## src/rtl/reaction_meter.sv

```systemverilog
// Reaction-time meter: times 1 kHz ticks from light-on to the stop button.
// Define REACTION_BEST_EN to keep the session's best (minimum) valid time.
module reaction_meter (
  input  logic        clk1k,
  input  logic        rst_n,
  input  logic        arm,
  input  logic        light,
  input  logic        stop,
  output logic [11:0] elapsed,
  output logic        valid,
  output logic        false_start,
  output logic        overflow,
  output logic        busy,
  output logic [11:0] best,
  output logic [1:0]  state_dbg
);

  localparam logic [1:0] ST_IDLE   = 2'd0;
  localparam logic [1:0] ST_ARMED  = 2'd1;
  localparam logic [1:0] ST_TIMING = 2'd2;
  localparam logic [1:0] ST_DONE   = 2'd3;

  localparam logic [11:0] CNT_MAX = 12'hFFF;

  logic [1:0]  state_q, state_d;
  logic [11:0] cnt_q, cnt_d;
  logic [11:0] elapsed_q, elapsed_d;
  logic        valid_q, valid_d;
  logic        false_start_q, false_start_d;
  logic        overflow_q, overflow_d;
  logic        good_stop;

  // Set on exactly the edge that latches a valid measurement.
  assign good_stop = !arm && (state_q == ST_TIMING) && stop;

  always_comb begin
    state_d       = state_q;
    cnt_d         = cnt_q;
    elapsed_d     = elapsed_q;
    valid_d       = valid_q;
    false_start_d = false_start_q;
    overflow_d    = overflow_q;

    if (arm) begin
      state_d       = ST_ARMED;
      cnt_d         = '0;
      elapsed_d     = '0;
      valid_d       = 1'b0;
      false_start_d = 1'b0;
      overflow_d    = 1'b0;
    end else begin
      case (state_q)
        ST_ARMED: begin
          // Stop wins over light, so a simultaneous press is a false start.
          if (stop) begin
            false_start_d = 1'b1;
            elapsed_d     = '0;
            state_d       = ST_DONE;
          end else if (light) begin
            cnt_d   = '0;
            state_d = ST_TIMING;
          end
        end
        ST_TIMING: begin
          if (stop) begin
            elapsed_d = cnt_q;
            valid_d   = 1'b1;
            state_d   = ST_DONE;
          end else if (cnt_q == CNT_MAX) begin
            elapsed_d  = CNT_MAX;
            overflow_d = 1'b1;
            valid_d    = 1'b0;
            state_d    = ST_DONE;
          end else begin
            cnt_d = cnt_q + 12'd1;
          end
        end
        default: begin
          state_d = state_q;
        end
      endcase
    end
  end

  always_ff @(posedge clk1k) begin
    if (!rst_n) begin
      state_q       <= ST_IDLE;
      cnt_q         <= '0;
      elapsed_q     <= '0;
      valid_q       <= 1'b0;
      false_start_q <= 1'b0;
      overflow_q    <= 1'b0;
    end else begin
      state_q       <= state_d;
      cnt_q         <= cnt_d;
      elapsed_q     <= elapsed_d;
      valid_q       <= valid_d;
      false_start_q <= false_start_d;
      overflow_q    <= overflow_d;
    end
  end

`ifdef REACTION_BEST_EN
  logic [11:0] best_q, best_d;

  always_comb begin
    best_d = best_q;
    if (good_stop && (cnt_q < best_q)) begin
      best_d = cnt_q;
    end
  end

  always_ff @(posedge clk1k) begin
    if (!rst_n) begin
      best_q <= CNT_MAX;
    end else begin
      best_q <= best_d;
    end
  end

  assign best = best_q;
`else
  logic unused_good_stop;
  assign unused_good_stop = good_stop;
  assign best = CNT_MAX;
`endif

  assign elapsed     = elapsed_q;
  assign valid       = valid_q;
  assign false_start = false_start_q;
  assign overflow    = overflow_q;
  assign busy        = (state_q == ST_ARMED) || (state_q == ST_TIMING);
  assign state_dbg   = state_q;

endmodule

```

## config.mk

```make
export PLATFORM = sky130hd
export DESIGN_NAME = reaction_meter
export DESIGN_NICKNAME = d
export VERILOG_FILES = /design/src/rtl/reaction_meter.sv
export SDC_FILE = /design/constraint.sdc
export NUM_CORES = 1
export LEC_CHECK = 0
export CAP_MARGIN = 15
export CORE_AREA = 2 2 61 63
export DETAILED_ROUTE_END_ITERATION = 10
export DIE_AREA = 0 0 63 65
export GPL_TIMING_DRIVEN = 0
export HOLD_SLACK_MARGIN = 0.06
export PLACE_DENSITY = 0.74
export SETUP_SLACK_MARGIN = 0.2
export SLEW_MARGIN = 25
export SYNTH_ARGS = -nofsm -noshare
export SYNTH_HDL_FRONTEND = slang
export SYNTH_SLANG_ARGS = --single-unit
export TNS_END_PERCENT = 5
```

## constraint.sdc

```tcl
create_clock -name clk1k -period 2.1 [get_ports clk1k]
set_input_delay 0.21 -clock clk1k [delete_from_list [all_inputs] [get_ports clk1k]]
set_output_delay 0.21 -clock clk1k [all_outputs]
set_load 0.05 [all_outputs]
```

Yosys cells after proc, flatten, opt, wreduce, memory -nomap -nowiden --
Cells that the tools add are included.
Word-level totals: flip-flop bits (word level) 29, input bits 5, output and inout bits 30
Cells by class: $add $sub $neg 1, equality and inequality tests 12, mux-type cells 17, bitwise gates (word level) 2, reductions and logical operators 12
Operators with widths (count):
- 12-bit 2-to-1 mux | 7
- 12-bit one-hot mux with 2 select lines | 2
- 12-bit by 1-bit adder with 12-bit output (second input constant) | 1
- 12-bit == test (second input constant) | 1
- 3-bit AND reduction | 4
- 2-bit inequality test (second input constant) | 5
- 2-bit 2-to-1 mux | 4
- 5-bit AND reduction | 1
- 4-bit by 3-bit inequality test with 1-bit output (second input constant) | 1
- 4-bit inequality test (second input constant) | 1
- 2-bit one-hot mux with 2 select lines | 1
- 2-bit AND reduction | 2
- 2-bit nonzero test | 2
- 1-bit 2-to-1 mux | 3
- 3-bit by 2-bit inequality test with 1-bit output (second input constant) | 1
- 3-bit inequality test (second input constant) | 1
- 3-bit nonzero test | 1
- 2-bit by 1-bit == test with 1-bit output (second input constant) | 1
- 2-bit == test (second input constant) | 1
- 1-bit NOT | 2
- 2-bit OR reduction | 1
- 1-bit logical OR | 1

Longest topological paths before layout --
Gate-level depths: netlist of the first run.
word-level depth 5, gate-level depth with buffers 7, gate-level depth less buffers 6

Worst setup path after synthesis of the first run --
OpenSTA, ideal clock, no wires.
path type register -> register, start point reg state_q[0], in the netlist state_dbg[0], end point reg cnt_q[2], arrival time 2.335 ns, path slack -0.309 ns, cell stages (with the launch flop) 7, path buffers 0, period minus slack after synthesis 2.409 ns, cells stage by stage dfxtp_1 inv_1 ha_1 inv_1 o211ai_1 or4_1 a31oi_1
On the way: cells in the longest elaborated chain, start to end 3, elaborated cells on any way between the ends 9, classes of those cells eq/ne (6); mux (1); reduce/logical (2)
Ends and longest elaborated chain:
- start, declared | line 25 | logic [1:0] state_q, state_d;
- start signal, assigned | line 94 | state_q <= state_d;
- 2-bit == test / 2-bit by 1-bit == test with 1-bit output (equally long branches) | line 52 | case (state_q)
- 2-bit inequality test (no source line) / 2-bit nonzero test (equally long branches)
- 5-bit AND reduction (no source line)
- end signal, assigned | line 95 | cnt_q <= cnt_d;
- end, declared | line 26 | logic [11:0] cnt_q, cnt_d;
Several ways; a longest one is shown, not always the timed one. A chain may end at the register's enable or synchronous reset.

Final worst setup path of the first run --
start point reg state_q[1], in the netlist state_dbg[1], end point reg cnt_q[11]
The elaborated chain is that of the path after synthesis.

==> flow_summary.json, run 1 <==
{
  "insertion_delay_ns": 0.32,
  "fin_area_mm2": 0.00210,
  "power_per_cell_area_mw_per_mm2": 544,
  "place_hpwl_um": 2860,
  "worstPathRequired_ns": 2.31,
  "hold_violations": 0,
  "grt_pass1_wl_um": 6820,
  "cts_buffers": 5,
  "worst_pin_slew_ns": 0.600,
  "synth_seq_area_share_pct": 34.1,
  "p_int_uw": 760,
  "power_frac_clock_pct": 28.8,
  "drtIter0Drc": 82,
  "fin_util_pct": 60.1,
  "placed_cell_area_mm2": 0.00205,
  "cts_tree": "built",
  "crit_chain": "inv_1, ha_1, inv_1, o211ai_1, nor4b_1, or3_1",
  "hold_class": "reg2reg",
  "post-route-min-period_ns": 1.88,
  "antenna_left": 0,
  "via_count": 1609,
  "final_common_cell": "o21ai_0",
  "period_share_pct": 89.4,
  "first_global_vias": 1400,
  "synth.cell_area_mm2": 0.00170,
  "ys_ff_latch": 29,
  "clk_path_buf_depth": 2,
  "routed_wl_um": 4050,
  "arrival_ns": 2.08,
  "grt.overflow.total": 0,
  "power_leakage_uw": 0.000684,
  "crit_type": "reg2reg",
  "synthArstFlopShare_pct": 0,
  "critPathBufInv": 2,
  "ir_worst_vdd_uv": 304,
  "clkTransAtPathRegs_ns": 0.09,
  "viasPerCell": 5.44,
  "rows": 22,
  "maxCapViolCount": 0,
  "slew_violations": 0,
  "syn_area_per_cell_um2": 8.23,
  "holdWs_ns": 0.474,
  "grt_max_degree": 11,
  "max_freq_mhz": 532,
  "root_buffer": "clkbuf_4",
  "p_comb_share_pct": 22.2,
  "syn_to_final_growth_pct": 23.3,
  "drive_gt1_share_pct": 16.5,
  "track_usage_pct": 21.0,
  "cts.sinks": 29,
  "core_area_mm2": 0.00350,
  "floorplan.initialDensity_pct": 48.7,
  "skew_ns": 0.00954,
  "grt_setup_unrepaired": "yes",
  "dp_slack_ns": -0.0258,
  "critPathCaptureType": "register",
  "wl_per_cell_um": 13.7,
  "synth-main-ff-cell": "dfxtp_1",
  "crit_top_cell": "inv_1",
  "cpMaxStageDelayCell": "o211ai_1",
  "switching_share_pct": 33.5,
  "die_height_um": 65,
  "mostFrequentLayoutCells": "o21ai_0, dfxtp_1, clkdlybuf4s50_1",
  "setup_slack_ns": 0.222,
  "crit_path_max_fanout": 7,
  "status": "finished, final reports clean",
  "drt_pre_antenna_iters": 4,
  "globalplace.congestion": 0.878,
  "n_antenna_cell": 0,
  "io_buffers": 22,
  "ys_warn_count": 0,
  "critPathMaxStageDelay_ns": 0.53,
  "cp-start-kind": "register",
  "setup_violations": 0,
  "antenna_found_initial": 0,
  "seqPwrFrac_pct": 49.1,
  "syn_inst": 207,
  "path_delay_family": "compound AO/OA/AOI/OAI gates",
  "die_w_um": 63,
  "synth_edf_count": 0,
  "htreeDepth": 2,
  "synthDistinctLibCells": 51,
  "holdBufCountCts": 0,
  "io_pins": 35,
  "nets": 255,
  "dieArea_mm2": 0.00410,
  "slew_headroom_pct": 59.8,
  "p_sw_uw": 383,
  "remaining_drc_errors": 0
}
## area by class of cell
class / count / area [µm²]
plain buffers: 24 / 173
clock buffers: 6 / 41.3
clock inverters: 2 / 10.0
fillers: 334 / 1400
inverters: 6 / 26.3
multi-input cells: 159 / 986
flip-flops and latches: 29 / 586
well taps: 48 / 60.1
repair buffers: 22 / 219
## synthesized netlist by cell type, drive strengths merged (2+ instances only)
library cell | instances | area, µm²
o2111ai | 2 | 17.5
o21a | 2 | 15.0
a31oi | 7 | 58.8
inv | 6 | 22.5
dfxtp | 29 | 581
or3 | 15 | 93.8
o22ai | 2 | 12.5
nor2 | 6 | 22.5
clkbuf | 9 | 55.1
a21oi | 16 | 80.1
nand4 | 5 | 31.3
nor2b | 3 | 18.8
and3 | 2 | 17.5
ha | 3 | 37.5
o31ai | 2 | 15.0
and4 | 2 | 20.0
buf | 15 | 118
o21ai | 29 | 145
o211ai | 4 | 35.0
or4 | 4 | 30.0
nand3 | 10 | 50.1
or2b | 2 | 20.0
nand2 | 12 | 45.0
and4b | 2 | 20.0
nor3 | 4 | 25.0
## path summary, 6_finish.rpt
path	startpoint	slack (ns)	endpoint	cells past startpoint
max	state_dbg[1]	0.22	cnt_q[11]	6
min	elapsed[10]	0.47	elapsed[10]	2
max reg2reg	state_dbg[1]	0.22	cnt_q[11]	6
min reg2reg	elapsed[10]	0.47	elapsed[10]	2
## power groups by stage
stage	registers, µW	logic, µW	clock network (µW)
finish	561	254	329
floorplan	592	176	0
global placement	574	253	0
CTS	561	251	338
global route	563	271	377
detailed placement	574	253	0
## tightest hold or removal path: stages, from the launching register on
cell and delay (ns):
dfxtp_1 0.32, o21ai_0 0.06, a21oi_1 0.06
## layer usage
layer	part of all wire, %	GRT usage (%)
met5	0	0
met4	0.37	5.00
met3	5.1	5.38
met2	47	34.0
met1	48	28.1
## metrics by stage
step                      cells  power (µW)  setup TNS (ns)
after floorplan             218         768               0
after global placement      288         827         -0.0361
after detailed placement    288         827         -0.0415
after CTS                   296        1150               0
after global routing        296        1210               0
final                       296        1140               0
## logic make-up (layout without fill, tap and decap cells)
| kind of cell | count (synthesis) | count (layout) | share of synthesized area (%) |
|---|---|---|---|
| flops | 29 | 29 | 34.1 |
| fa+ha+maj | 3 | 3 | 2.20 |
| compound gates | 72 | 72 | 26.7 |
| other cells | 1 | 12 | 0.220 |
| simple gates | 72 | 72 | 25.4 |
| buf+inv | 30 | 60 | 11.5 |
## sequential cells by signal, indices dropped and copies added, names as in the netlist
register     cells
elapsed         12
state_dbg        2
valid            1
overflow         1
cnt_q           12
false_start      1
## what timing repair did
item | in CTS | in global routing
endpoints found under the setup margin | 1 | 6
pin swaps | 0 | 0
setup buffers | 0 | 0
resized for setup | 1 | 1
Note: power is estimated with default switching activity, not from simulation.
==> run 2, diff against run 1 <==
- CTS_CLUSTER_SIZE: unset -> 16
==> results of run 2 <==
The final DEF is identical to that of run 1; final timing and power are the same.
